--- src/rtl/pe_dispatch_scheduler_if.sv ---
// Bundle of dispatch, PE completion and result-stream signals for pe_dispatch_scheduler.
// Optional err output present only when PE_SCHED_ERR_EN is defined.
interface pe_dispatch_scheduler_if #(
    parameter int NUM_PE = 4,
    parameter int N      = 4,
    parameter int M      = 4,
    parameter int DATA_W = 32,
    parameter int ROW_W  = (N > 1) ? $clog2(N) : 1,
    parameter int COL_W  = (M > 1) ? $clog2(M) : 1
);
    logic                     job_start;
    logic                     job_ready;
    logic [NUM_PE-1:0]        pe_start;
    logic [NUM_PE-1:0]        pe_done;
    logic [NUM_PE*DATA_W-1:0] pe_result;
    logic                     out_valid;
    logic                     out_ready;
    logic [DATA_W-1:0]        out_data;
    logic [ROW_W-1:0]         out_row;
    logic [COL_W-1:0]         out_col;
    logic                     out_last;
    logic                     all_done;
`ifdef PE_SCHED_ERR_EN
    logic                     err;

    modport master (
        input  job_start, pe_done, pe_result, out_ready,
        output job_ready, pe_start, out_valid, out_data, out_row, out_col, out_last, all_done, err
    );
    modport slave (
        output job_start, pe_done, pe_result, out_ready,
        input  job_ready, pe_start, out_valid, out_data, out_row, out_col, out_last, all_done, err
    );
`else
    modport master (
        input  job_start, pe_done, pe_result, out_ready,
        output job_ready, pe_start, out_valid, out_data, out_row, out_col, out_last, all_done
    );
    modport slave (
        output job_start, pe_done, pe_result, out_ready,
        input  job_ready, pe_start, out_valid, out_data, out_row, out_col, out_last, all_done
    );
`endif
endinterface

--- src/rtl/pe_dispatch_scheduler.sv ---
// Round-robin job dispatch to NUM_PE PEs with in-order retirement of tagged results.
// Optional sticky protocol-error flag enabled by defining PE_SCHED_ERR_EN.
module pe_dispatch_scheduler #(
    parameter int NUM_PE = 4,
    parameter int N      = 4,
    parameter int M      = 4,
    parameter int DATA_W = 32
) (
    input  logic                   clk,
    input  logic                   rst_n,
    input  logic                   clr,
    pe_dispatch_scheduler_if.master bus
);
    localparam int PTR_W = $clog2(NUM_PE);
    localparam int ROW_W = (N > 1) ? $clog2(N) : 1;
    localparam int COL_W = (M > 1) ? $clog2(M) : 1;
    localparam logic [ROW_W-1:0] LAST_ROW = ROW_W'(N - 1);
    localparam logic [COL_W-1:0] LAST_COL = COL_W'(M - 1);

    typedef struct packed {
        logic [PTR_W-1:0]  wr_ptr;
        logic [PTR_W-1:0]  rd_ptr;
        logic [ROW_W-1:0]  row_cnt;
        logic [COL_W-1:0]  col_cnt;
        logic              frozen;
        logic [NUM_PE-1:0] busy;
        logic [NUM_PE-1:0] full;
        logic [NUM_PE-1:0] pe_start;
        logic              out_valid;
        logic [DATA_W-1:0] out_data;
        logic [ROW_W-1:0]  out_row;
        logic [COL_W-1:0]  out_col;
        logic              out_last;
        logic              all_done;
    } ctrl_t;

    ctrl_t st, nxt;

    logic [DATA_W-1:0] slot_data [NUM_PE];
    logic [ROW_W-1:0]  slot_row  [NUM_PE];
    logic [COL_W-1:0]  slot_col  [NUM_PE];

    logic              job_ready;
    logic              accept;
    logic              load;
    logic [NUM_PE-1:0] capture;
    logic [NUM_PE-1:0] wr_onehot;
    logic [NUM_PE-1:0] rd_onehot;

    always_comb begin
        // NOTE: every comb output gets a default first, so no path can infer a latch.
        nxt       = st;
        job_ready = ~st.busy[st.wr_ptr] & ~st.full[st.wr_ptr] & ~st.frozen;
        accept    = bus.job_start & job_ready;
        capture   = bus.pe_done & st.busy;
        load      = st.full[st.rd_ptr] & (~st.out_valid | bus.out_ready);
        wr_onehot = NUM_PE'(1) << st.wr_ptr;
        rd_onehot = NUM_PE'(1) << st.rd_ptr;

        nxt.pe_start = accept ? wr_onehot : '0;
        nxt.busy     = (st.busy & ~capture) | (accept ? wr_onehot : '0);
        nxt.full     = (st.full | capture) & ~(load ? rd_onehot : '0);

        if (accept) begin
            nxt.wr_ptr = st.wr_ptr + PTR_W'(1);
            if (st.col_cnt == LAST_COL) begin
                nxt.col_cnt = '0;
                // The final coordinate has been handed out; hold off dispatch until restart.
                if (st.row_cnt == LAST_ROW) nxt.frozen  = 1'b1;
                else                        nxt.row_cnt = st.row_cnt + ROW_W'(1);
            end else begin
                nxt.col_cnt = st.col_cnt + COL_W'(1);
            end
        end

        if (load) begin
            nxt.out_valid = 1'b1;
            nxt.out_data  = slot_data[st.rd_ptr];
            nxt.out_row   = slot_row[st.rd_ptr];
            nxt.out_col   = slot_col[st.rd_ptr];
            nxt.out_last  = (slot_row[st.rd_ptr] == LAST_ROW) && (slot_col[st.rd_ptr] == LAST_COL);
            nxt.rd_ptr    = st.rd_ptr + PTR_W'(1);
        end else if (bus.out_ready) begin
            nxt.out_valid = 1'b0;
        end

        if (st.out_valid & bus.out_ready & st.out_last) nxt.all_done = 1'b1;
    end

    // NOTE: sequential state uses non-blocking assignments only.
    always_ff @(posedge clk or negedge rst_n) begin
        if (!rst_n)   st <= '0;
        else if (clr) st <= '0;
        else          st <= nxt;
    end

    // NOTE: slot payload has no reset; full[] qualifies it, so stale contents are never observed.
    always_ff @(posedge clk) begin
        for (int i = 0; i < NUM_PE; i++) begin
            if (capture[i]) slot_data[i] <= bus.pe_result[i*DATA_W +: DATA_W];
        end
        if (accept) begin
            slot_row[st.wr_ptr] <= st.row_cnt;
            slot_col[st.wr_ptr] <= st.col_cnt;
        end
    end

`ifdef PE_SCHED_ERR_EN
    logic err;

    always_ff @(posedge clk or negedge rst_n) begin
        if (!rst_n)   err <= 1'b0;
        else if (clr) err <= 1'b0;
        else if ((bus.job_start & ~job_ready) | (|(bus.pe_done & ~st.busy))) err <= 1'b1;
    end

    assign bus.err = err;
`endif

    assign bus.job_ready = job_ready;
    assign bus.pe_start  = st.pe_start;
    assign bus.out_valid = st.out_valid;
    assign bus.out_data  = st.out_data;
    assign bus.out_row   = st.out_row;
    assign bus.out_col   = st.out_col;
    assign bus.out_last  = st.out_last;
    assign bus.all_done  = st.all_done;
endmodule

--- src/flat_wrapper.sv ---
// flat-port wrapper written by rule: the top's interface ports become plain ports
module pe_dispatch_scheduler_flat 
#(
    parameter int NUM_PE = 4,
    parameter int N      = 4,
    parameter int M      = 4,
    parameter int DATA_W = 32
)
  (clk, rst_n, clr, bus_job_start, bus_pe_done, bus_pe_result, bus_out_ready, bus_job_ready, bus_pe_start, bus_out_valid, bus_out_data, bus_out_row, bus_out_col, bus_out_last, bus_all_done);
  pe_dispatch_scheduler_if #(.NUM_PE(NUM_PE), .N(N), .M(M), .DATA_W(DATA_W)) bus_i ();
  input  logic clk;
  input  logic rst_n;
  input  logic clr;
  input wire logic [$bits(bus_i.job_start)-1:0] bus_job_start;
  input wire logic [$bits(bus_i.pe_done)-1:0] bus_pe_done;
  input wire logic [$bits(bus_i.pe_result)-1:0] bus_pe_result;
  input wire logic [$bits(bus_i.out_ready)-1:0] bus_out_ready;
  output wire logic [$bits(bus_i.job_ready)-1:0] bus_job_ready;
  output wire logic [$bits(bus_i.pe_start)-1:0] bus_pe_start;
  output wire logic [$bits(bus_i.out_valid)-1:0] bus_out_valid;
  output wire logic [$bits(bus_i.out_data)-1:0] bus_out_data;
  output wire logic [$bits(bus_i.out_row)-1:0] bus_out_row;
  output wire logic [$bits(bus_i.out_col)-1:0] bus_out_col;
  output wire logic [$bits(bus_i.out_last)-1:0] bus_out_last;
  output wire logic [$bits(bus_i.all_done)-1:0] bus_all_done;
  assign bus_i.job_start = bus_job_start;
  assign bus_i.pe_done = bus_pe_done;
  assign bus_i.pe_result = bus_pe_result;
  assign bus_i.out_ready = bus_out_ready;
  assign bus_job_ready = bus_i.job_ready;
  assign bus_pe_start = bus_i.pe_start;
  assign bus_out_valid = bus_i.out_valid;
  assign bus_out_data = bus_i.out_data;
  assign bus_out_row = bus_i.out_row;
  assign bus_out_col = bus_i.out_col;
  assign bus_out_last = bus_i.out_last;
  assign bus_all_done = bus_i.all_done;
  pe_dispatch_scheduler #(.NUM_PE(NUM_PE), .N(N), .M(M), .DATA_W(DATA_W)) u_core (.clk(clk), .rst_n(rst_n), .clr(clr), .bus(bus_i));
endmodule
--- config.mk ---
export PLATFORM = sky130hd
export DESIGN_NAME = pe_dispatch_scheduler_flat
export DESIGN_NICKNAME = d
export VERILOG_FILES = /design/src/rtl/pe_dispatch_scheduler_if.sv /design/src/rtl/pe_dispatch_scheduler.sv /design/src/flat_wrapper.sv
export SDC_FILE = /design/constraint.sdc
export NUM_CORES = 1
export LEC_CHECK = 0
export ABC_AREA = 1
export BUFFER_PORTS_ARGS = -buffer_cell sky130_fd_sc_hd__buf_2
export CAP_MARGIN = 10
export CORE_UTILIZATION = 58
export DETAILED_ROUTE_END_ITERATION = 8
export MAX_ROUTING_LAYER = met4
export PLACE_DENSITY = 0.85
export SYNTH_ARGS = -nofsm -noshare
export SYNTH_HDL_FRONTEND = slang
export SYNTH_SLANG_ARGS = --single-unit
export TNS_END_PERCENT = 50
--- constraint.sdc ---
create_clock -name clk -period 4 [get_ports clk]
set_clock_uncertainty 0.05 [all_clocks]
set_input_delay 0.4 -clock clk [delete_from_list [all_inputs] [get_ports clk]]
set_output_delay 0.4 -clock clk [all_outputs]
set_load 0.005 [all_outputs]
==> out/qor.txt <==
simple-gate area share of the yosys netlist: 8.316%
top cells by count, synth: edfxtp_1, nor2_1, o21ai_0
initial antenna violation count: 0
critical path capture point type: flip-flop
die height: 120.9 um
combinational family with the most area after synthesis: compound AO/OA/AOI/OAI gates
Switching Share: 27.20%
worst slew pin tran: 806.0 ps
dpl cell area: 8909 sq um
Post-Syn Instances: 625
Reg-to-Reg Start: u_core.st[56]
multiplexer area fraction after synthesis: 0%
smallest setup slack after layout: 1858 ps
post_cts resized: 0
most numerous cell in the Yosys netlist: edfxtp_1
Synth top area share: 52.73%
I/O pin cnt: 181
CTS root buffer: clkbuf_16
clock power share: 35.2%
dominant cells by area after synthesis: edfxtp_1, dfrtp_1, o21ai_0
Nets: 914
Final HPWL DP: 11.79 mm
Die W: 120.9 um
min cycle time layout: 2142 ps
worst reg2reg setup slack: 1860 ps
Post-route DRC: 0
Warnings, synthesis: 0
Hold Crit Start: bus_pe_result[11]
WHS Endpoint: u_core.slot_data[0][11]
pre-CTS WS: 1851 ps
post-route cell area: 9585 sq um
ys async rst share: 29.41%
# setup viols final: 0
xor and xnor area share after synthesis: 0%
FF-to-FF path depth: 8
Synth area leader: edfxtp_1
vias per std cell: 5.879
adder-cell area share of the yosys netlist: 1.526%
Synth Flop Type: edfxtp_1
fill count: 892
core area: 13,830 sq um
fraction of layout cells with a size suffix above 1: 30.18%
status: finished clean
Period Utilization, post-route: 53.55%
die area: 14,620 sq um
Pint: 3.820 mW
maximum vdd ir drop: 0.0004957 V
Slew Viols, Final: 0
Diodes inserted: 0
Peak Freq: 466.9 MHz
CTS tree: built
DR pass1 iterations: 5
max-cap viol count: 0
all-layer global routing usage: 27.72%
crit path DAT: 2520 ps
Final TNS setup: 0 ps
htree depth: 1
Reg clk slew, reported paths: 60 ps
initial core utilization: 59.31%
routed wire length: 19.66 mm
Sequential Power Share: 49.7%
clock latency on the worst-skew pair: 500 ps
GR Overflow Total: 0
CTS sink cnt: 204
NetSw: 1.428 mW
complex-gate fraction of the synthesized area: 11.78%
Hold Crit Depth: 1
Crit Path Category: reg -> reg
antenna-violating nets left: 0
Setup Buffers After CTS: 0
# hold bufs at CTS: 0
Port Buffers: 180
clk buf depth: 3
1st-iter DRT viols: 580
pin count of the biggest net entering global routing: 76
R2R Path End: u_core.bus.out_last
Synth-to-Final Area Change: 16.89%
Synth Area per Inst: 13.12 sq um
# rows: 43
Post-synth EDFFs: 144
final core occ: 69.32%
first-pass GRT wire length: 29.93 mm
RD Place Congestion: 0.8158
syn nets: 772
Leak: 4.098 nW
slew margin rel.: 46.26%
total number of vias: 5,656
WP data required: 4380 ps
Post-Syn Area: 8200 sq um
sequential fraction of the synthesis area: 71.04%
PwrDens: 547.5 nW/um^2
CTS buffer count: 21
Worst Path Max Fanout: 75
CP Launch Type: flip-flop
synthesized flop and latch total: 204
Hold/Removal Path Class: in -> reg
Comb power frac: 15.0%
Yosys cell types: 33
Avg WL per Cell: 20.44 um
Fin. Hold Viols: 0
vias in the first global route: 5,697
unrepaired setup endpoints after global routing: no
## per-layer routing
metal / GRT usage [%] / routed length (um) / vias up
met5: - / 0 / -
li1: - / - / 2490
met4: 10.65 / 713 / 0
met3: 4.605 / 1701 / 62
met2: 45.39 / 9874 / 376
met1: 34.89 / 7371 / 2728
## through the flow
step | hold WS, ps | total power, mW | cells
after floorplan | 54.41 | 3.162 | 625
after global placement | 414.4 | 3.349 | 923
after detailed placement | 428.7 | 3.403 | 923
after CTS | 13.09 | 5.239 | 961
after global routing | 5.651 | 5.449 | 962
final | 23.35 | 5.248 | 962
## worst max-delay path by stage
stage / start / to / slack (ps) / cells past startpoint
floorplan: u_core.st[58] / u_core.slot_col[3][0] / 2470 / 6
global placement: bus_pe_done[0] / u_core.slot_data[0][17] / 1940 / 4
detailed placement: bus_pe_done[0] / u_core.slot_data[0][18] / 1850 / 4
CTS: u_core.st[58] / bus_job_ready / 1920 / 6
global route: u_core.st[56] / u_core.bus.out_last / 1660 / 8
finish: u_core.st[56] / u_core.bus.out_last / 1860 / 8
## kinds of logic after synthesis
logic type | after synthesis
flip-flops | 204
AO/OA/AOI/OAI | 157
AND/OR/NAND/NOR | 153
buffers and inverters | 101
adder cells (fa/ha/maj) | 10
## placed cells by master, fill, tap and decap left out, types with 2 or more instances in the layout
cell        instances
inv_2               4
buf_4               9
nor2_1             83
nand3_1             8
o22ai_1            32
buf_2             180
clkinvlp_4          3
dfrtp_1            59
nand3_2             2
inv_6               3
a21oi_1             7
clkinv_1            3
o21ai_0            81
nand2_1            46
ha_1               10
edfxtp_1          144
clkbuf_1            4
a221oi_1            3
nand4_1             3
inv_1              25
a22o_1             32
clkbuf_16          21
## state kept, by name, summed over array words and instances (netlist names)
signal	cells
u_core.bus.all_done	1
u_core.bus.out_col	2
u_core.bus.out_data	32
u_core.bus.out_last	1
u_core.bus.out_row	2
u_core.bus.out_valid	1
u_core.bus.pe_start	4
u_core.slot_col	8
u_core.slot_data	128
u_core.slot_row	8
u_core.st	17
## worst max-delay path, cell delays in order, from the launching register on
cell     delay, ps
dfrtp_2        490
inv_2           90
buf_4          560
o21ai_0        240
o21ai_0        130
inv_1           80
nor3_1         230
nand2_1         70
nand2_1         60
## power groups by stage
stage	Combinational, mW	Sequential [mW]	Clock [mW]
floorplan	0.555	2.61	0
global route	0.868	2.62	1.96
global placement	0.716	2.63	0
CTS	0.771	2.61	1.86
finish	0.789	2.61	1.85
detailed placement	0.758	2.64	0
## final cells by class
| type | instances | area [sq um] | area share (%) |
|---|---|---|---|
| well taps | 180 | 225.2 | 2.350 |
| multi-input cells | 320 | 1773 | 18.50 |
| flip-flops and latches | 204 | 5827 | 60.79 |
| inverters | 30 | 115.1 | 1.201 |
| repair buffers | 190 | 996.0 | 10.39 |
| clock inverters | 13 | 108.9 | 1.136 |
| clock buffers | 25 | 540.5 | 5.639 |
(Power assumes the default switching activity.)
